[config.mk]
export PLATFORM = sky130hd
export DESIGN_NAME = wb_ram_arbiter
export DESIGN_NICKNAME = d
export VERILOG_FILES = /design/src/rtl/wb_ram_arbiter.sv
export SDC_FILE = /design/constraint.sdc
export NUM_CORES = 1
export LEC_CHECK = 0
export BUFFER_PORTS_ARGS = -buffer_cell sky130_fd_sc_hd__buf_2
export CAP_MARGIN = 40
export CORE_MARGIN = 10
export CORE_UTILIZATION = 42
export DETAILED_ROUTE_END_ITERATION = 10
export MAX_ROUTING_LAYER = met4
export PLACE_DENSITY_LB_ADDON = 0.1
export SLEW_MARGIN = 20
export SYNTH_ARGS = -nofsm -noshare
export SYNTH_HDL_FRONTEND = slang
export SYNTH_SLANG_ARGS = --single-unit
[constraint.sdc]
create_clock -name clk -period 2.35 [get_ports clk]
set_clock_uncertainty 0.05 [all_clocks]
set_input_delay 0.705 -clock clk [delete_from_list [all_inputs] [get_ports clk]]
set_output_delay 0.705 -clock clk [all_outputs]
set_load 0.01 [all_outputs]
[src/rtl/wb_ram_arbiter.sv]
// Two-master Wishbone classic arbiter in front of a single-port synchronous RAM.
// Optional round-robin arbitration via macro WB_ARB_ROUND_ROBIN_EN (default: fixed priority, m0 wins).
module wb_ram_arbiter #(
   parameter int DATA_WIDTH = 8,
   parameter int ADDR_WIDTH = 8
) (
   input  logic                  clk,
   input  logic                  rst_n,
   input  logic                  m0_cyc_i,
   input  logic                  m0_stb_i,
   input  logic                  m0_we_i,
   input  logic [ADDR_WIDTH-1:0] m0_adr_i,
   input  logic [DATA_WIDTH-1:0] m0_dat_i,
   output logic [DATA_WIDTH-1:0] m0_dat_o,
   output logic                  m0_ack_o,
   input  logic                  m1_cyc_i,
   input  logic                  m1_stb_i,
   input  logic                  m1_we_i,
   input  logic [ADDR_WIDTH-1:0] m1_adr_i,
   input  logic [DATA_WIDTH-1:0] m1_dat_i,
   output logic [DATA_WIDTH-1:0] m1_dat_o,
   output logic                  m1_ack_o,
   output logic [ADDR_WIDTH-1:0] ram_addr,
   output logic                  ram_we,
   output logic [DATA_WIDTH-1:0] ram_wdat,
   input  logic [DATA_WIDTH-1:0] ram_rdat,
   output logic [1:0]            grant
);

   localparam logic [1:0] IDLE   = 2'd0;
   localparam logic [1:0] ACCESS = 2'd1;
   localparam logic [1:0] ACK    = 2'd2;

   logic [1:0]            state;
   logic                  xfer_we;
   logic [DATA_WIDTH-1:0] dat0_q;
   logic [DATA_WIDTH-1:0] dat1_q;
   logic                  req0;
   logic                  req1;
   logic                  pick1;

   // Handshake: a master requests while cyc & stb are high; it is acked for
   // exactly one cycle (ACK state) and only if it still requests then.
   assign req0 = m0_cyc_i & m0_stb_i;
   assign req1 = m1_cyc_i & m1_stb_i;

`ifdef WB_ARB_ROUND_ROBIN_EN
   logic prio_ptr;

   assign pick1 = req1 & (~req0 | prio_ptr);

   always_ff @(posedge clk or negedge rst_n) begin
      if (!rst_n) begin
         prio_ptr <= 1'b0;
      end else if (state == IDLE && (req0 || req1)) begin
         prio_ptr <= ~prio_ptr;
      end
   end
`else
   assign pick1 = req1 & ~req0;
`endif

   always_ff @(posedge clk or negedge rst_n) begin
      if (!rst_n) begin
         state    <= IDLE;
         grant    <= 2'b00;
         ram_addr <= '0;
         ram_wdat <= '0;
         xfer_we  <= 1'b0;
         dat0_q   <= '0;
         dat1_q   <= '0;
      end else begin
         case (state)
            IDLE: begin
               if (req0 || req1) begin
                  grant    <= pick1 ? 2'b10 : 2'b01;
                  ram_addr <= pick1 ? m1_adr_i : m0_adr_i;
                  ram_wdat <= pick1 ? m1_dat_i : m0_dat_i;
                  xfer_we  <= pick1 ? m1_we_i : m0_we_i;
                  state    <= ACCESS;
               end
            end
            ACCESS: begin
               state <= ACK;
            end
            ACK: begin
               // Read data arrives from the RAM during ACK; keep it afterwards.
               if (m0_ack_o && !xfer_we) dat0_q <= ram_rdat;
               if (m1_ack_o && !xfer_we) dat1_q <= ram_rdat;
               grant <= 2'b00;
               state <= IDLE;
            end
            default: begin
               grant <= 2'b00;
               state <= IDLE;
            end
         endcase
      end
   end

   // Combinational from state so an asynchronous reset drops the strobe at once.
   assign ram_we   = (state == ACCESS) & xfer_we;
   assign m0_ack_o = (state == ACK) & grant[0] & req0;
   assign m1_ack_o = (state == ACK) & grant[1] & req1;

   // The RAM's registered read data is only valid during ACK, so it is passed
   // straight through with the ack and held in dat*_q from then on.
   assign m0_dat_o = (m0_ack_o && !xfer_we) ? ram_rdat : dat0_q;
   assign m1_dat_o = (m1_ack_o && !xfer_we) ? ram_rdat : dat1_q;

endmodule

Yosys cells after proc, flatten, opt, wreduce, memory -nomap -nowiden
Cells that the tools add are included.
Widths: inputs -> output; s select.
{"block": "op_classes", "eq_ne": 3, "n_bitwise": 10, "mux": 10, "n_reduce_logical": 7}
{"cell": "$mux 8", "count": 4}
{"cell": "$and 1x1->1", "count": 8}
{"cell": "$pmux 2 s2", "count": 2}
{"cell": "$mux 2", "count": 3}
{"cell": "$reduce_and 2->1", "count": 2}
{"cell": "$eq 2x1->1 const B", "count": 1}
{"cell": "$eq 2x2->1 const B", "count": 1}
{"cell": "$logic_and 1x1->1", "count": 2}
{"cell": "$logic_not 2->1", "count": 1}
{"cell": "$ne 2x2->1 const B", "count": 1}
{"cell": "$not 1->1", "count": 2}
{"cell": "$logic_not 1->1", "count": 1}
{"cell": "$logic_or 1x1->1", "count": 1}
{"cell": "$mux 1", "count": 1}
{"block": "word_totals", "elab_cells": 37, "register_bits": 37}

Depth between registers and ports, before layout
{"block": "depth", "ltp_word": 6, "depth_mapped": 5, "mapped_depth_nobuf": 4}

Worst setup path after synthesis
Ideal clock, no wire load.
{"block": "synth_path", "path_type": "in2out", "from": "input port m0_cyc_i", "to": "output port m0_dat_o[0]", "required_time_ps": 1595, "path_stages": 5, "setup_slack_ps": -97, "t_arrival_ps": 1692, "cell_sequence": "nand3_1 -> or3_1 -> buf_6 -> buf_6 -> mux2_4"}
{"block": "synth_via", "elab_chain_len": 4}
{"item": "start, declared", "line": "9", "rtl": "input logic m0_cyc_i,"}
{"item": "$and 1x1->1", "line": "44", "rtl": "assign req0 = m0_cyc_i & m0_stb_i;"}
{"item": "$and 1x1->1", "line": "103", "rtl": "assign m0_ack_o = (state == ACK) & grant[0] & req0;"}
{"item": "$logic_and 1x1->1", "line": "108", "rtl": "assign m0_dat_o = (m0_ack_o && !xfer_we) ? ram_rdat : dat0_q;"}
{"item": "$mux 8"}
{"item": "end, declared", "line": "14", "rtl": "output logic [DATA_WIDTH-1:0] m0_dat_o,"}
Every way passes these cells.

Final worst setup path
{"block": "layout_path", "from": "input port m0_stb_i", "to": "output port m0_dat_o[1]"}
{"block": "layout_via", "elab_chain_len": 4}
{"item": "start, declared", "line": "10", "rtl": "input logic m0_stb_i,"}
{"item": "$and 1x1->1", "line": "44"}
{"item": "$and 1x1->1", "line": "103"}
{"item": "$logic_and 1x1->1", "line": "108"}
{"item": "$mux 8"}
Every way passes these cells.

==> impl_metrics.tcl <==
set metrics [dict create \
    run_status "finished with violations" \
    violations "negative setup slack" \
    vias 1491 \
    synth_flop_cell "dfrtp_1" \
    remaining_drc_errors 0 \
    ant_nets 0 \
    tritoncts.num_buffers 5 \
    clock.fmax_mhz 384 \
    p_leak_nw 1.45 \
    cp_cell_sequence "buf_8 -> nand3_4 -> or3_4 -> clkbuf_16 -> mux2_4 -> buf_6" \
    r2r_end "dat1_q[5]" \
    first_pass_grt_wire_length_um 8000 \
    syn_avg_cell_area_sq_um 13.9 \
    final-max-slew-violation-count 0 \
    cts_tree "done" \
    ctsLongestPathBuffers 2 \
    grt_overflow 0 \
    synth_area_leader_cell "dfrtp_1" \
    ys.warnings.count 0 \
    worst_setup_hold_path_clk_slew_ns 0.07 \
    num-fill-cells 345 \
    wire_length_per_cell_um 17.0 \
    setup_tns_ns -3.39 \
    irDropWorstVdd_mv 0.381 \
    cts.sinks 37 \
    final_cells 291 \
    synth_largest_type_area_fraction_pct 50.3 \
    insertedDiodeCount 0 \
    worstHoldPathType "input pin to async pin" \
    timing.final.crit_share_pct 111 \
    critical_path_class "input pin to output pin" \
    ioPinCount 85 \
    via_count_of_the_first_global_routing_pass 1725 \
    worst_hold_slack_ns 0.418 \
    design.core.area_sq_um 4290 \
    vias_per_cell 5.12 \
    port_buffer_count 84 \
    ys_seq_elements 37 \
    synthesized_netlist_cell_count 132 \
    synthToLayoutAreaGrowth_pct 47.6 \
    dieArea_sq_um 7430 \
    crit_path_end_kind "output pin" \
    total_power_mw 2.29 \
    drv.max_cap_violation_count 0 \
    mappedNetlistNets 180 \
    placed_cell_count 273 \
    grt_max_degree 38 \
    synthesized_area_sq_um 1840 \
    r2r_start "state[0]" \
    postSynth.asyncResetShare_pct 100 \
    worstSetupStartpointType "input pin" \
    initial_utilization_pct 42.9 \
    grt_antenna_before_repair 0 \
    layout-drive-gt1-share_pct 60.7 \
    setup_slack_ns -0.253 \
    yosysUniqueCellTypes 24 \
    cp.arrival_ns 1.85 \
    clk_root_buffer_cell "clkbuf_8" \
    chipHeight_um 86.2 \
    synth_edf_count 0 \
    power.density_cell_area_nw_per_um2 842 \
    finalSetupViolCount 16 \
    dr.first_iter.drc_count 46 \
    worst_slew_margin_relative_to_its_limit_pct 67.2 \
    grt_setup_unrepaired "yes" \
    drt_pass1_iterations 4 \
    globalRouteTotalUtil_pct 13.5 \
    worstSkewPairLatency_ns 0.28 \
    r2r.worst_path.cells 7 \
    crit_required_ns 1.59 \
    synth.cells.most_frequent "dfrtp_1, mux2_4, and2_1" \
    ff2ff_setup_slack_ns 0.42 \
    cts-htree-levels 2 \
    crit_path_max_fanout 5 \
    final-hold-violation-count 0 \
    post-route-min-period_ns 2.60 \
    critical_path.max_stage_delay_ns 0.41 \
    synthTopCellsByArea "dfrtp_1, mux2_4, mux2_1" \
    critical_path.slowest_cell "or3_4" \
    hpwl_um 3700 \
    final_net_count 286 \
    yosys.cell_count.top_type "dfrtp_1" \
    drt_wl_total_um 4950 \
    die_width_um 86.2 \
    core.rowCount 24 \
    routabilityCongestion 0.758 \
    synth-seq-area-share_pct 50.3 \
    worstMarginPinSlew_ns 0.493 \
]
-- cells by family after synthesis --
group                  after synthesis  share of synthesized area (%)
DFF                                 37                           50.3
muxes                               32                           23.7
and+or+nand+nor                     34                           11.8
AOI/OAI and AO/OA                   21                           10.9
buffers and inverters                8                           3.26
-- sequential cells by signal, indices dropped and copies added (netlist names) --
signal    flops
dat0_q        8
xfer_we       1
ram_addr      8
grant         2
dat1_q        8
ram_wdat      8
state         2
-- report_power, final --
part | total, mW | switching, mW | internal [mW]
Sequential | 0.946 | 0.115 | 0.831
Clock | 0.413 | 0.207 | 0.205
Combinational | 0.930 | 0.355 | 0.575
Total | 2.29 | 0.677 | 1.61
-- worst max-delay path, delay by kind of cell --
kind | cells | cell delay [ns]
AND/OR/NAND/NOR | 2 | 0.47
multiplexers | 1 | 0.30
buffers and inverters | 3 | 0.37
-- per-stage QoR --
stage	setup slack (ns)	cell area, sq um	util (%)
3_5_place_dp	-0.264	2380	55.5
2_1_floorplan	-0.0822	1860	-
5_1_grt	-0.287	2720	63.3
4_1_cts	-0.231	2570	59.8
3_3_place_gp	-0.248	2380	55.5
6_report	-0.253	2720	63.3
-- final cells by class --
cell class              count  area, sq um  share of cell area, %
repair buffers            106          757                   27.9
flip-flops and latches     37          926                   34.1
clock inverters             2         10.0                  0.368
multi-input cells          87          882                   32.5
clock buffers               6         72.6                   2.67
inverters                   1         3.75                  0.138
well taps                  52         65.1                   2.40
-- layer usage --
layer  vias to the layer above  wire length (um)  GRT usage [%]
met2                        58              2620           22.9
met3                         4               386           5.82
met1                       726              1900           14.0
met5                         -                 0              -
li1                        703                 -              -
met4                         0                45           3.68
-- worst max path at each step --
stage	start	end	slack, ns	depth (start not counted)
2_1_floorplan	m0_cyc_i	m0_dat_o[0]	-0.08	5
3_3_place_gp	m0_cyc_i	m0_dat_o[3]	-0.25	6
3_5_place_dp	m1_cyc_i	m1_dat_o[4]	-0.26	6
4_1_cts	m0_cyc_i	m0_dat_o[5]	-0.23	6
5_1_grt	m0_stb_i	m0_dat_o[1]	-0.29	6
6_report	m0_stb_i	m0_dat_o[1]	-0.25	6
-- cells in the final DEF (no fill, tap or decap), types with 3 or more instances in the layout --
| cell | instances |
|---|---|
| buf_2 | 64 |
| dfrtp_1 | 37 |
| mux2_4 | 20 |
| buf_6 | 19 |
| buf_4 | 19 |
| and2_1 | 14 |
| a221o_1 | 13 |
| mux2_1 | 12 |
| clkbuf_8 | 5 |
| nand2b_1 | 4 |
| o221a_2 | 4 |
| nor2_1 | 3 |
-- what timing repair did --
action | 4_1_cts | 5_1_grt
setup buffers | 4 | 5
pin swaps | 0 | 2
resized for setup | 12 | 18
cloned | 0 | 1
hold buffers | 0 | 0
endpoints found under the setup margin | 16 | 16
No activity file was read; power rests on OpenSTA's default activity.
